`src/rtl/led_frame_buffer.sv`:
```
// Double-buffered DIM_X x DIM_Y LED frame store; back buffer is copied to the display on frame_sync after a commit.
// Optional blink masking is compiled in when LEDFB_BLINK_EN is defined.
module led_frame_buffer #(
    parameter int DIM_X        = 6,
    parameter int DIM_Y        = 6,
    parameter int BLINK_FRAMES = 30
) (
    input  logic                   clk,
    input  logic                   rst_n,
    input  logic                   wr_valid,
    output logic                   wr_ready,
    input  logic [2:0]             wr_row,
    input  logic [DIM_X-1:0]       wr_data,
    input  logic                   commit,
    input  logic                   frame_sync,
    output logic                   swap_pending,
    output logic                   wr_err,
    input  logic                   blink,
    output logic [DIM_X*DIM_Y-1:0] img
);

    localparam int NPIX = DIM_X * DIM_Y;

    typedef enum logic {
        IDLE,
        PENDING
    } state_t;

    state_t            state_reg;
    state_t            state_next;
    logic [NPIX-1:0]   back_reg;
    logic [NPIX-1:0]   back_next;
    logic [NPIX-1:0]   front_reg;
    logic [NPIX-1:0]   img_reg;
    logic [NPIX-1:0]   img_next;
    logic              wr_err_reg;
    logic              accept;
    logic              row_bad;
    logic              swap;

    assign accept  = wr_valid && wr_ready;
    assign row_bad = (int'(wr_row) >= DIM_Y);

    always_comb begin
        state_next   = state_reg;
        swap         = 1'b0;
        swap_pending = 1'b0;
        wr_ready     = 1'b1;
        case (state_reg)
            IDLE: begin
                if (commit) begin
                    state_next = PENDING;
                end
            end
            PENDING: begin
                swap_pending = 1'b1;
                wr_ready     = 1'b0;
                if (frame_sync) begin
                    state_next = IDLE;
                    swap       = 1'b1;
                end
            end
            default: state_next = IDLE;
        endcase
    end

    // Each row slice of the back buffer is replaced only by a write addressed to it.
    genvar gi;
    generate
        for (gi = 0; gi < DIM_Y; gi++) begin : g_row
            assign back_next[gi*DIM_X +: DIM_X] =
                (accept && (wr_row == 3'(gi))) ? wr_data : back_reg[gi*DIM_X +: DIM_X];
        end
    endgenerate

    always_ff @(posedge clk or negedge rst_n) begin
        if (!rst_n) begin
            state_reg  <= IDLE;
            back_reg   <= '0;
            front_reg  <= '0;
            img_reg    <= '0;
            wr_err_reg <= 1'b0;
        end else begin
            state_reg  <= state_next;
            back_reg   <= back_next;
            wr_err_reg <= accept && row_bad;
            img_reg    <= img_next;
            if (swap) begin
                front_reg <= back_reg;
            end
        end
    end

`ifdef LEDFB_BLINK_EN
    localparam int CNT_W = (BLINK_FRAMES > 1) ? $clog2(BLINK_FRAMES) : 1;

    logic [CNT_W-1:0] blink_cnt_reg;
    logic             phase_on_reg;

    // Blink cadence is tied to frame pulses, independent of buffer swaps.
    always_ff @(posedge clk or negedge rst_n) begin
        if (!rst_n) begin
            blink_cnt_reg <= '0;
            phase_on_reg  <= 1'b1;
        end else if (!blink) begin
            blink_cnt_reg <= '0;
            phase_on_reg  <= 1'b1;
        end else if (frame_sync) begin
            if (blink_cnt_reg == CNT_W'(BLINK_FRAMES - 1)) begin
                blink_cnt_reg <= '0;
                phase_on_reg  <= !phase_on_reg;
            end else begin
                blink_cnt_reg <= blink_cnt_reg + 1'b1;
            end
        end
    end

    assign img_next = (blink && !phase_on_reg) ? '0 : front_reg;
`else
    localparam int unused_blink_frames = BLINK_FRAMES;
    logic unused_blink;
    assign unused_blink = blink;
    assign img_next     = front_reg;
`endif

    assign img    = img_reg;
    assign wr_err = wr_err_reg;

endmodule

```
`config.mk`:
```
export PLATFORM = sky130hd
export DESIGN_NAME = led_frame_buffer
export DESIGN_NICKNAME = d
export VERILOG_FILES = /design/src/rtl/led_frame_buffer.sv
export SDC_FILE = /design/constraint.sdc
export NUM_CORES = 1
export LEC_CHECK = 0
export BUFFER_PORTS_ARGS = -buffer_cell sky130_fd_sc_hd__buf_4
export CAP_MARGIN = 30
export CORE_MARGIN = 2
export CORE_UTILIZATION = 45
export CTS_BUF_LIST = sky130_fd_sc_hd__clkbuf_2 sky130_fd_sc_hd__clkbuf_4 sky130_fd_sc_hd__clkbuf_8
export CTS_CLUSTER_DIAMETER = 150
export DETAILED_ROUTE_END_ITERATION = 12
export GPL_ROUTABILITY_DRIVEN = 0
export PLACE_DENSITY = 0.76
export SLEW_MARGIN = 20
export SYNTH_ARGS = -nofsm -noshare
export SYNTH_HDL_FRONTEND = slang
export SYNTH_SLANG_ARGS = --single-unit
```
`constraint.sdc`:
```
create_clock -name clk -period 1.49 [get_ports clk]
set_clock_uncertainty 0.15 [all_clocks]
set_input_delay 0.0745 -clock clk [delete_from_list [all_inputs] [get_ports clk]]
set_output_delay 0.0745 -clock clk [all_outputs]
set_load 0.05 [all_outputs]
```
Word-level counts from Yosys, hierarchy flattened
Index checks and enable logic that the tools add are counted.
{ "word_totals": {"reg_bits": 110, "out_inout_bits": 39, "elab_cells": 33} }
{ "classes": {"n_lt_le_gt_ge": 1, "eq_ne": 5, "muxes": 7, "n_bitwise": 1, "n_reduce_logical": 9} }
{ "op_table": {"columns": ["operator", "count"], "rows": [
  ["logical AND 1 bit", 8],
  ["== test 3 x 2 -> 1 bit (second input constant)", 2],
  ["== test 3 bit (second input constant)", 2],
  ["two-way mux 1 bit", 6],
  ["== test 3 x 1 -> 1 bit (second input constant)", 1],
  ["greater-or-equal comparator 3 bit (second input constant)", 1],
  ["logical NOT 3 bit", 1],
  ["case mux 1 bit (2 select lines)", 1],
  ["inverter 1 bit", 1]
]} }

Depth between registers and ports, before layout
Gate-level depths: netlist of the first run.
{ "logic_depth": {"depth_word": 3, "ltp_mapped": 4, "mapped_depth_nobuf": 3} }

Least setup slack after synthesis of the first run
No wires, ideal clock.
{ "synth_timing": {"path_type": "register to register", "from": "reg state_reg", "to": "reg back_reg[24]", "setup_ns": 0.125, "arrival_ns": 1.568, "required_ns": 1.215, "slack_ns": -0.352, "path_stages_with_launch": 4, "n_path_buf": 0, "period_less_slack_ns": 1.842, "path_cell_list": "dfrtp_1 -> nor3b_2 -> nor3b_4 -> mux2_2"} }
{ "synth_between": {"elab_chain_len": 3} }
{ "synth_lines": {"columns": ["item", "line_no", "text"], "rows": [
  ["from (decl)", "29", "state_t state_reg;"],
  ["from (signal assigned)", "84", "state_reg <= state_next;"],
  ["two-way mux 1 bit", "49", "case (state_reg)"],
  ["logical AND 1 bit", "41", "assign accept = wr_valid && wr_ready;"],
  ["logical AND 1 bit", "72", "(accept && (wr_row == 3'(gi))) ? wr_data : back_reg[gi*DIM_X +: DIM_X];"],
  ["to (signal assigned)", "85", "back_reg <= back_next;"],
  ["to (decl)", "31", "logic [NPIX-1:0] back_reg;"]
]} }
No other way between the ends.
A chain may end at the register's enable or synchronous reset.

Final worst setup path of the first run
{ "layout_timing": {"from": "reg state_reg", "to": "reg back_reg[29]"} }
Same word-level chain as after synthesis.

==> results of run 1 <==
==> worst min-delay path: cells and delay by family <==
family / cells / cell delay (ps)
and+or+nand+nor: 2 / 140
buffers and inverters: 1 / 140
==> power by group <==
group	leakage (nW)	switching, mW	internal, mW	total, mW
logic	0.805	2.30	1.35	3.65
clock network	0.120	0.978	1.12	2.10
registers	1.35	0.515	4.22	4.73
==> layer usage <==
layer | routed length [um] | vias up | track usage [%]
li1 | - | 864 | -
met1 | 2645 | 961 | 19.70
met2 | 3147 | 37 | 24.11
met3 | 219 | 10 | 4.389
met4 | 109 | 0 | 7.367
met5 | 0 | - | 0
==> cell families after synthesis <==
family / synth area share, %
flops: 74.50
mux: 21.94
simple gates: 2.675
buf+inv: 0.7451
compound gates: 0.1353
==> worst min-delay path by stage <==
stage                          from                      end  slack [ps]  cells after the start
final                     wr_row[1]         wr_err$_DFF_PN0_        -130                      3
after global routing      wr_row[1]         wr_err$_DFF_PN0_        -150                      3
after global placement        rst_n         img[8]$_DFF_PN0_        -170                      1
after CTS                 wr_row[1]         wr_err$_DFF_PN0_        -150                      3
after detailed placement      rst_n         img[8]$_DFF_PN0_        -170                      1
after floorplan               rst_n  back_reg[0]$_DFFE_PN0P_        -370                      0
==> what timing repair did <==
action | 4_1_cts | 5_1_grt
setup endpoints to repair | 66 | 51
gates cloned | 0 | 0
setup buffers | 2 | 0
hold endpoints to repair | 148 | 1
gates resized for setup | 12 | 8
pin swaps | 1 | 1
==> Yosys cell counts <==
cell      count  area share [%]
dfrtp_1     110              75
nor3b_2       2            0.68
nand2b_1      1            0.17
nand3b_4      1            0.54
buf_2         4            0.54
nand2_1       3            0.30
inv_1         2            0.20
nor3b_4       1            0.51
nor2_1        2            0.20
o21ai_0       1            0.14
nand3_1       2            0.27
mux2_2       72              22
==> cell type report <==
class | count | area share (%)
Tap cell | 105 | 2.739
Clock inverter | 7 | 2.505
Inverter | 2 | 0.1565
Multi-Input combinational cell | 85 | 20.53
Sequential cell | 110 | 57.42
Clock buffer | 9 | 2.583
Timing Repair Buffer | 76 | 14.06
==> metrics by stage <==
stage	total power, mW	cell area, um^2
after global routing	10.99	4796
final	10.48	4796
after detailed placement	8.403	4338
after global placement	8.320	4338
after CTS	10.56	4763
after floorplan	7.188	3730
==> metrics, run 1 <==
WP data arrival 1700 ps; Top Ports 54; clk root buf clkbuf_8; Cell Chain, Critical Path nor3b_4 > nor3b_4 > buf_4 > mux2_2; Post-Syn Nets 216; FP Rows 33; peak supply drop 1137 uV; Req. time, crit path 1600 ps; failing checks negative hold slack, negative setup slack; Reg clk slew, reported paths 100 ps; f_max 0.6277 GHz; CP Max Fanout 4; most common cell after layout, fill and taps aside dfrtp_1; worst reg2reg startpoint state_reg$_DFF_PN0_; Mapped Cells 201; CP startpoint state_reg$_DFF_PN0_; Crit path max-delay family flip-flops; slowest stage delay, CP 440 ps; GR Overflow Total 0; Syn Area/Cell 18.38 um^2; most used cell, CP nor3b_4; Worst Path Buf+Inv 1; endpoints failing setup 24; TritonCTS clock tree yes; Post-DRT Antenna Nets 0; drt initial violations 53; via count 1872; worst r2r path cells 4; Worst setup EP type register; final wirelength 6.121 mm; # nets final 299; Vias/cell 4.751; worst setup path end back_reg[29]$_DFFE_PN0P_; Post-DP HPWL 4.019 mm; DP Worst Slack -150.5 ps; Worst path depth 4; # fillers 616; vias in the first global route 1912; All-Layer GR Usage 15.34%; worst-path cell with the longest stage delay dfrtp_2; I/O Buffers 52; die width 94.61 um; RSZ-0062 raised after global routing yes; core area 8093 um^2; Worst Hold Class in2reg; Post-Syn Area 3695 um^2; initial antenna violation count 0; Slew HR 79.63%; largest net degree at the start of global routing 39; Leak Pwr 2.272 nW; die area 8951 um^2; synthesis warning total 0; post-synth cell types 12; WL per Instance 15.54 um; hold_buf cts 12; share of cells above drive strength 1 56.06%; first drt pass iteration count 4; Die Ht 94.61 um; area of the multi-input gates 984.7 um^2; Hold WS -132.7 ps; CTS H-tree lvls 3; first-pass GRT wire length 9.894 mm; final worst setup slack -103.1 ps; fin crit period 1593 ps; commonest non-fill, non-tap cells in the layout 109 x dfrtp_1, 65 x mux2_2, 57 x buf_4; period utilization 106.9%; setup_tns -1365 ps; Max Slew Vio Count 0; worst-margin pin slew 305.5 ps; R2R Path End back_reg[29]$_DFFE_PN0P_; Max Cap Viol 0; Initial Util 45.66%; placed cell count 364; number of synthesized register bits 110; Antenna Diode Count 0; register area 2754 um^2; crit start category register; sequential share of the synthesized area 74.50%; CTS Buf Count 9; worst skew pair latency 370 ps; final non-filler cell total 394; DRC viols 0; Pwr Density 2185 nW/um^2; area grow syn2layout 29.80%; clock net sink count 110; final hold violation count 1; Max clock buf depth 2; status finished, violations left; Worst Path Class, Setup reg2reg; flop-to-flop setup slack -100 ps; final core occ 59.26%
No activity file was read; power rests on OpenSTA's default activity.
==> run 2: changes to the inputs <==
--- a/config.mk
+++ b/config.mk
@@ -8,13 +8,13 @@
 export BUFFER_PORTS_ARGS = -buffer_cell sky130_fd_sc_hd__buf_4
 export CAP_MARGIN = 30
 export CORE_MARGIN = 2
-export CORE_UTILIZATION = 45
+export CORE_UTILIZATION = 53
 export CTS_BUF_LIST = sky130_fd_sc_hd__clkbuf_2 sky130_fd_sc_hd__clkbuf_4 sky130_fd_sc_hd__clkbuf_8
 export CTS_CLUSTER_DIAMETER = 150
 export DETAILED_ROUTE_END_ITERATION = 12
 export GPL_ROUTABILITY_DRIVEN = 0
-export PLACE_DENSITY = 0.76
-export SLEW_MARGIN = 20
+export PLACE_DENSITY = 0.86
+export SLEW_MARGIN = 5
 export SYNTH_ARGS = -nofsm -noshare
 export SYNTH_HDL_FRONTEND = slang
 export SYNTH_SLANG_ARGS = --single-unit
==> metrics, run 2 (same netlist as run 1, synthesis figures left out) <==
Worst Path Class, Setup reg2reg; most common cell after layout, fill and taps aside dfrtp_1; area grow syn2layout 29.16%; CP startpoint state_reg$_DFF_PN0_; Max clock buf depth 2; worst reg2reg startpoint state_reg$_DFF_PN0_; CTS Buf Count 9; clock net sink count 110; Leak Pwr 2.275 nW; switching part of the total 37.45%; Cell Chain, Critical Path nor3b_4 > buf_4 > buf_6 > nand3_2 > buf_6 > mux2_4; CP Max Fanout 6; final core occ 70.63%; failing checks negative setup slack; Hold Crit Start wr_row[0]; worst-path cell with the longest stage delay dfrtp_2; peak supply drop 1062 uV; internal power 6.443 mW; die width 87.50 um; GR Overflow Total 0; die area 7655 um^2; Req. time, crit path 1600 ps; # fillers 423; Top Ports 54; via count 1894; I/O Buffers 52; final worst setup slack -162.6 ps; drt initial violations 82; Die Ht 87.50 um; first drt pass iteration count 4; WL per Instance 18.31 um; crit start category register; worst r2r path cells 6; final hold violation count 0; Post-DP HPWL 3.911 mm; Max Slew Vio Count 0; DP Worst Slack -162.8 ps; endpoints failing setup 31; Vias/cell 5.133; # nets final 299; hold path cells 3; initial antenna violation count 0; Worst setup EP type register; share of cells above drive strength 1 56.40%; combinational share of power 36.2%; f_max 0.6051 GHz; R2R Path End back_reg[7]$_DFFE_PN0P_; P_sw 3.858 mW; vias in the first global route 1982; fin crit period 1653 ps; CTS H-tree lvls 3; Max Cap Viol 0; Initial Util 54.69%; worst skew pair latency 360 ps; most used cell, CP buf_6; Reg clk slew, reported paths 100 ps; Slew HR 62.78%; core area 6756 um^2; period utilization 110.9%; worst-margin pin slew 558.3 ps; clk root buf clkbuf_8; final wirelength 6.757 mm; DRC viols 0; All-Layer GR Usage 18.45%; WHS Endpoint back_reg[33]$_DFFE_PN0P_; slowest stage delay, CP 450 ps; Antenna Diode Count 0; FP Rows 30; Pwr Density 2159 nW/um^2; Clk network pwr share 17.6%; commonest non-fill, non-tap cells in the layout 109 x dfrtp_1, 59 x mux2_2, 53 x buf_4; WP data arrival 1760 ps; status finished, violations left; Worst Hold Class in2reg; Flop pwr share 46.2%; largest net degree at the start of global routing 111; Post-DRT Antenna Nets 0; first-pass GRT wire length 10.33 mm; flop-to-flop setup slack -160 ps; RSZ-0062 raised after global routing yes; TritonCTS clock tree yes
==> run 2: worst max path at each step <==
stage / to / cells past startpoint
after floorplan: back_reg[24]$_DFFE_PN0P_ / 3
after global placement: back_reg[24]$_DFFE_PN0P_ / 3
after detailed placement: back_reg[26]$_DFFE_PN0P_ / 3
after CTS: back_reg[25]$_DFFE_PN0P_ / 4
after global routing: back_reg[7]$_DFFE_PN0P_ / 6
final: back_reg[7]$_DFFE_PN0P_ / 6
==> run 2: cell type report <==
| cell class | instances | area, um^2 | area share [%] |
|---|---|---|---|
| Clock buffer | 10 | 137.6 | 2.884 |
| Sequential cell | 110 | 2754 | 57.71 |
| Timing Repair Buffer | 76 | 698.2 | 14.63 |
| Clock inverter | 6 | 67.56 | 1.416 |
| Multi-Input combinational cell | 85 | 1007 | 21.11 |
| Inverter | 2 | 7.507 | 0.1573 |
| Tap cell | 80 | 100.1 | 2.098 |
==> run 2: worst max-delay path, delay by kind of cell (launching register included) <==
family        cells  cell delay (ps)
simple gates      2              270
mux               1              290
flops             1              450
buf+inv           3              390
==> run 2: per-layer routing <==
metal	GRT usage (%)	part of all wire [%]
met2	30.65	50
met3	3.412	3.3
met4	7.692	1.4
met5	0	0
met1	24.00	45
==> run 2: repair_timing <==
action / 4_1_cts / 5_1_grt
hold buffers: 12 / 0
cloned: 2 / 1
buffers inserted: 1 / 1
setup endpoints to repair: 67 / 32
hold endpoints to repair: 148 / 0
gates resized for setup: 13 / 12
==> run 2: power by group through the flow <==
stage	logic, mW	clock network [mW]	registers, mW
detailed placement	3.60	0	4.82
global route	3.89	1.98	4.89
global placement	3.53	0	4.77
CTS	3.68	1.84	4.76
floorplan	0.791	0	6.40
finish	3.73	1.81	4.76
==> run 2: metrics by stage <==
stage          area, um^2  power (mW)  instances  setup TNS (ps)  hold slack [ps]
4_1_cts              4697       10.28        367           -1306            46.50
6_report             4772       10.30        369           -2923            52.04
3_5_place_dp         4284       8.414        336           -3930            39.75
5_1_grt              4772       10.76        369           -5003            58.18
3_3_place_gp         4284       8.294        336           -1322            33.46
2_1_floorplan        3730       7.188        201           -8587           -371.1
==> run 3: changes to the inputs <==
--- a/config.mk
+++ b/config.mk
@@ -11,9 +11,11 @@
 export CORE_UTILIZATION = 53
 export CTS_BUF_LIST = sky130_fd_sc_hd__clkbuf_2 sky130_fd_sc_hd__clkbuf_4 sky130_fd_sc_hd__clkbuf_8
 export CTS_CLUSTER_DIAMETER = 150
+export CTS_CLUSTER_SIZE = 28
 export DETAILED_ROUTE_END_ITERATION = 12
 export GPL_ROUTABILITY_DRIVEN = 0
 export PLACE_DENSITY = 0.86
+export SETUP_SLACK_MARGIN = 0.05
 export SLEW_MARGIN = 5
 export SYNTH_ARGS = -nofsm -noshare
 export SYNTH_HDL_FRONTEND = slang
==> metrics, run 3 (same netlist as run 1, synthesis figures left out) <==
Crit path max-delay family flip-flops; via count 1980; area of the multi-input gates 1008 um^2; Antenna Diode Count 0; I/O Buffers 52; CTS H-tree lvls 3; fin crit period 1658 ps; clock net sink count 110; # nets final 305; share of cells above drive strength 1 57.14%; final hold violation count 0; CTS Buf Count 9; met2 WL 3.989 mm; Worst setup EP type register; period utilization 111.3%; RSZ-0062 raised after global routing yes; most common cell after layout, fill and taps aside dfrtp_1; Worst Hold Class in2reg; peak supply drop 1143 uV; Reg clk slew, reported paths 100 ps; Max Slew Vio Count 0; initial antenna violation count 0; CP Max Fanout 6; Post-DRT Antenna Nets 0; die area 7655 um^2; Req. time, crit path 1610 ps; register area 2754 um^2; Initial Util 54.69%; Max Cap Viol 0; commonest non-fill, non-tap cells in the layout 109 x dfrtp_1, 60 x mux2_2, 58 x buf_4; die width 87.50 um; worst-margin pin slew 394.9 ps; largest net degree at the start of global routing 58; endpoints failing setup 53; Top Layer Used met4; vias in the first global route 2133; failing checks negative setup slack; f_max 0.6030 GHz; core area 6756 um^2; FP Rows 30; met3 wire len 314 um; area grow syn2layout 31.36%; WP data arrival 1770 ps; setup_tns -4267 ps; Top Ports 54; first drt pass iteration count 4; final wirelength 7.608 mm; Post-DP HPWL 4.107 mm; clk root buf clkbuf_8; Pwr Density 2142 nW/um^2; drt initial violations 114; first-pass GRT wire length 11.48 mm; TritonCTS clock tree yes; Max clock buf depth 2; Die Ht 87.50 um; Leak Pwr 2.338 nW; # fillers 410; WL per Instance 20.34 um; M1 WL 3.101 mm; slowest stage delay, CP 450 ps; Worst Path Class, Setup reg2reg; All-Layer GR Usage 21.19%; final core occ 71.83%; DRC viols 0; Worst Path Buf+Inv 2; Vias/cell 5.294; Cell Chain, Critical Path nor3b_4 > buf_4 > nand3_1 > buf_6 > mux2_2; status finished, violations left; crit start category register; GR Overflow Total 0; final worst setup slack -168.4 ps; Slew HR 73.58%; worst skew pair latency 380 ps; worst-path cell with the longest stage delay dfrtp_2
-- run 3: worst paths after layout --
path                                     startpoint                   endpoint  slack (ps)  depth (start not counted)
max                             state_reg$_DFF_PN0_   back_reg[10]$_DFFE_PN0P_        -170                          5
min                                       wr_row[2]   back_reg[33]$_DFFE_PN0P_          50                          3
max reg2reg                     state_reg$_DFF_PN0_   back_reg[10]$_DFFE_PN0P_        -170                          5
min reg2reg                front_reg[6]$_DFFE_PN0P_           img[6]$_DFF_PN0_         230                          0
max in group asynchronous                     rst_n          img[20]$_DFF_PN0_         660                          3
min in group asynchronous                     rst_n  front_reg[24]$_DFFE_PN0P_          80                          3
-- run 3: report_power, final --
part / switching [mW] / total (mW) / internal (mW)
logic: 2.37 / 3.80 / 1.43
clock network: 0.979 / 1.81 / 0.828
registers: 0.567 / 4.79 / 4.22
-- run 3: metal layers --
layer  vias up  track usage [%]
met2        52            35.26
met3        19            5.592
met5         -                0
met1      1039            26.56
met4         0            8.392
li1        870                -
-- run 3: timing repair --
item | in CTS | in global routing
pin swaps | 0 | 1
gates resized for setup | 19 | 6
hold endpoints to repair | 148 | 0
setup buffers | 3 | 4
cloned | 3 | 1
endpoints found under the setup margin | 73 | 67
hold buffers | 11 | 0
-- run 3: metrics by stage --
| step | setup slack [ps] | area [um^2] | hold WS, ps | power [mW] | instances |
|---|---|---|---|---|---|
| after floorplan | -229.7 | 3730 | -371.1 | 7.188 | 201 |
| after global placement | -85.10 | 4304 | -268.8 | 8.302 | 337 |
| after detailed placement | -139.3 | 4304 | -269.4 | 8.435 | 337 |
| after CTS | -90.73 | 4763 | -33.49 | 10.27 | 369 |
| after global routing | -210.6 | 4853 | 58.08 | 10.82 | 374 |
| final | -168.4 | 4853 | 46.18 | 10.40 | 374 |
-- run 3: cell type report --
class	instances	share of cell area, %
Tap cell	80	2.062
Clock inverter	4	0.9796
Sequential cell	110	56.74
Timing Repair Buffer	82	16.29
Clock buffer	11	2.990
Inverter	2	0.1547
Multi-Input combinational cell	85	20.78
-- run 3: worst reg2reg max path: cells and delay by family, from the launching register on --
kind	cells	cell delay, ps
buf+inv	2	340
simple gates	2	340
flops	1	450
mux	1	280
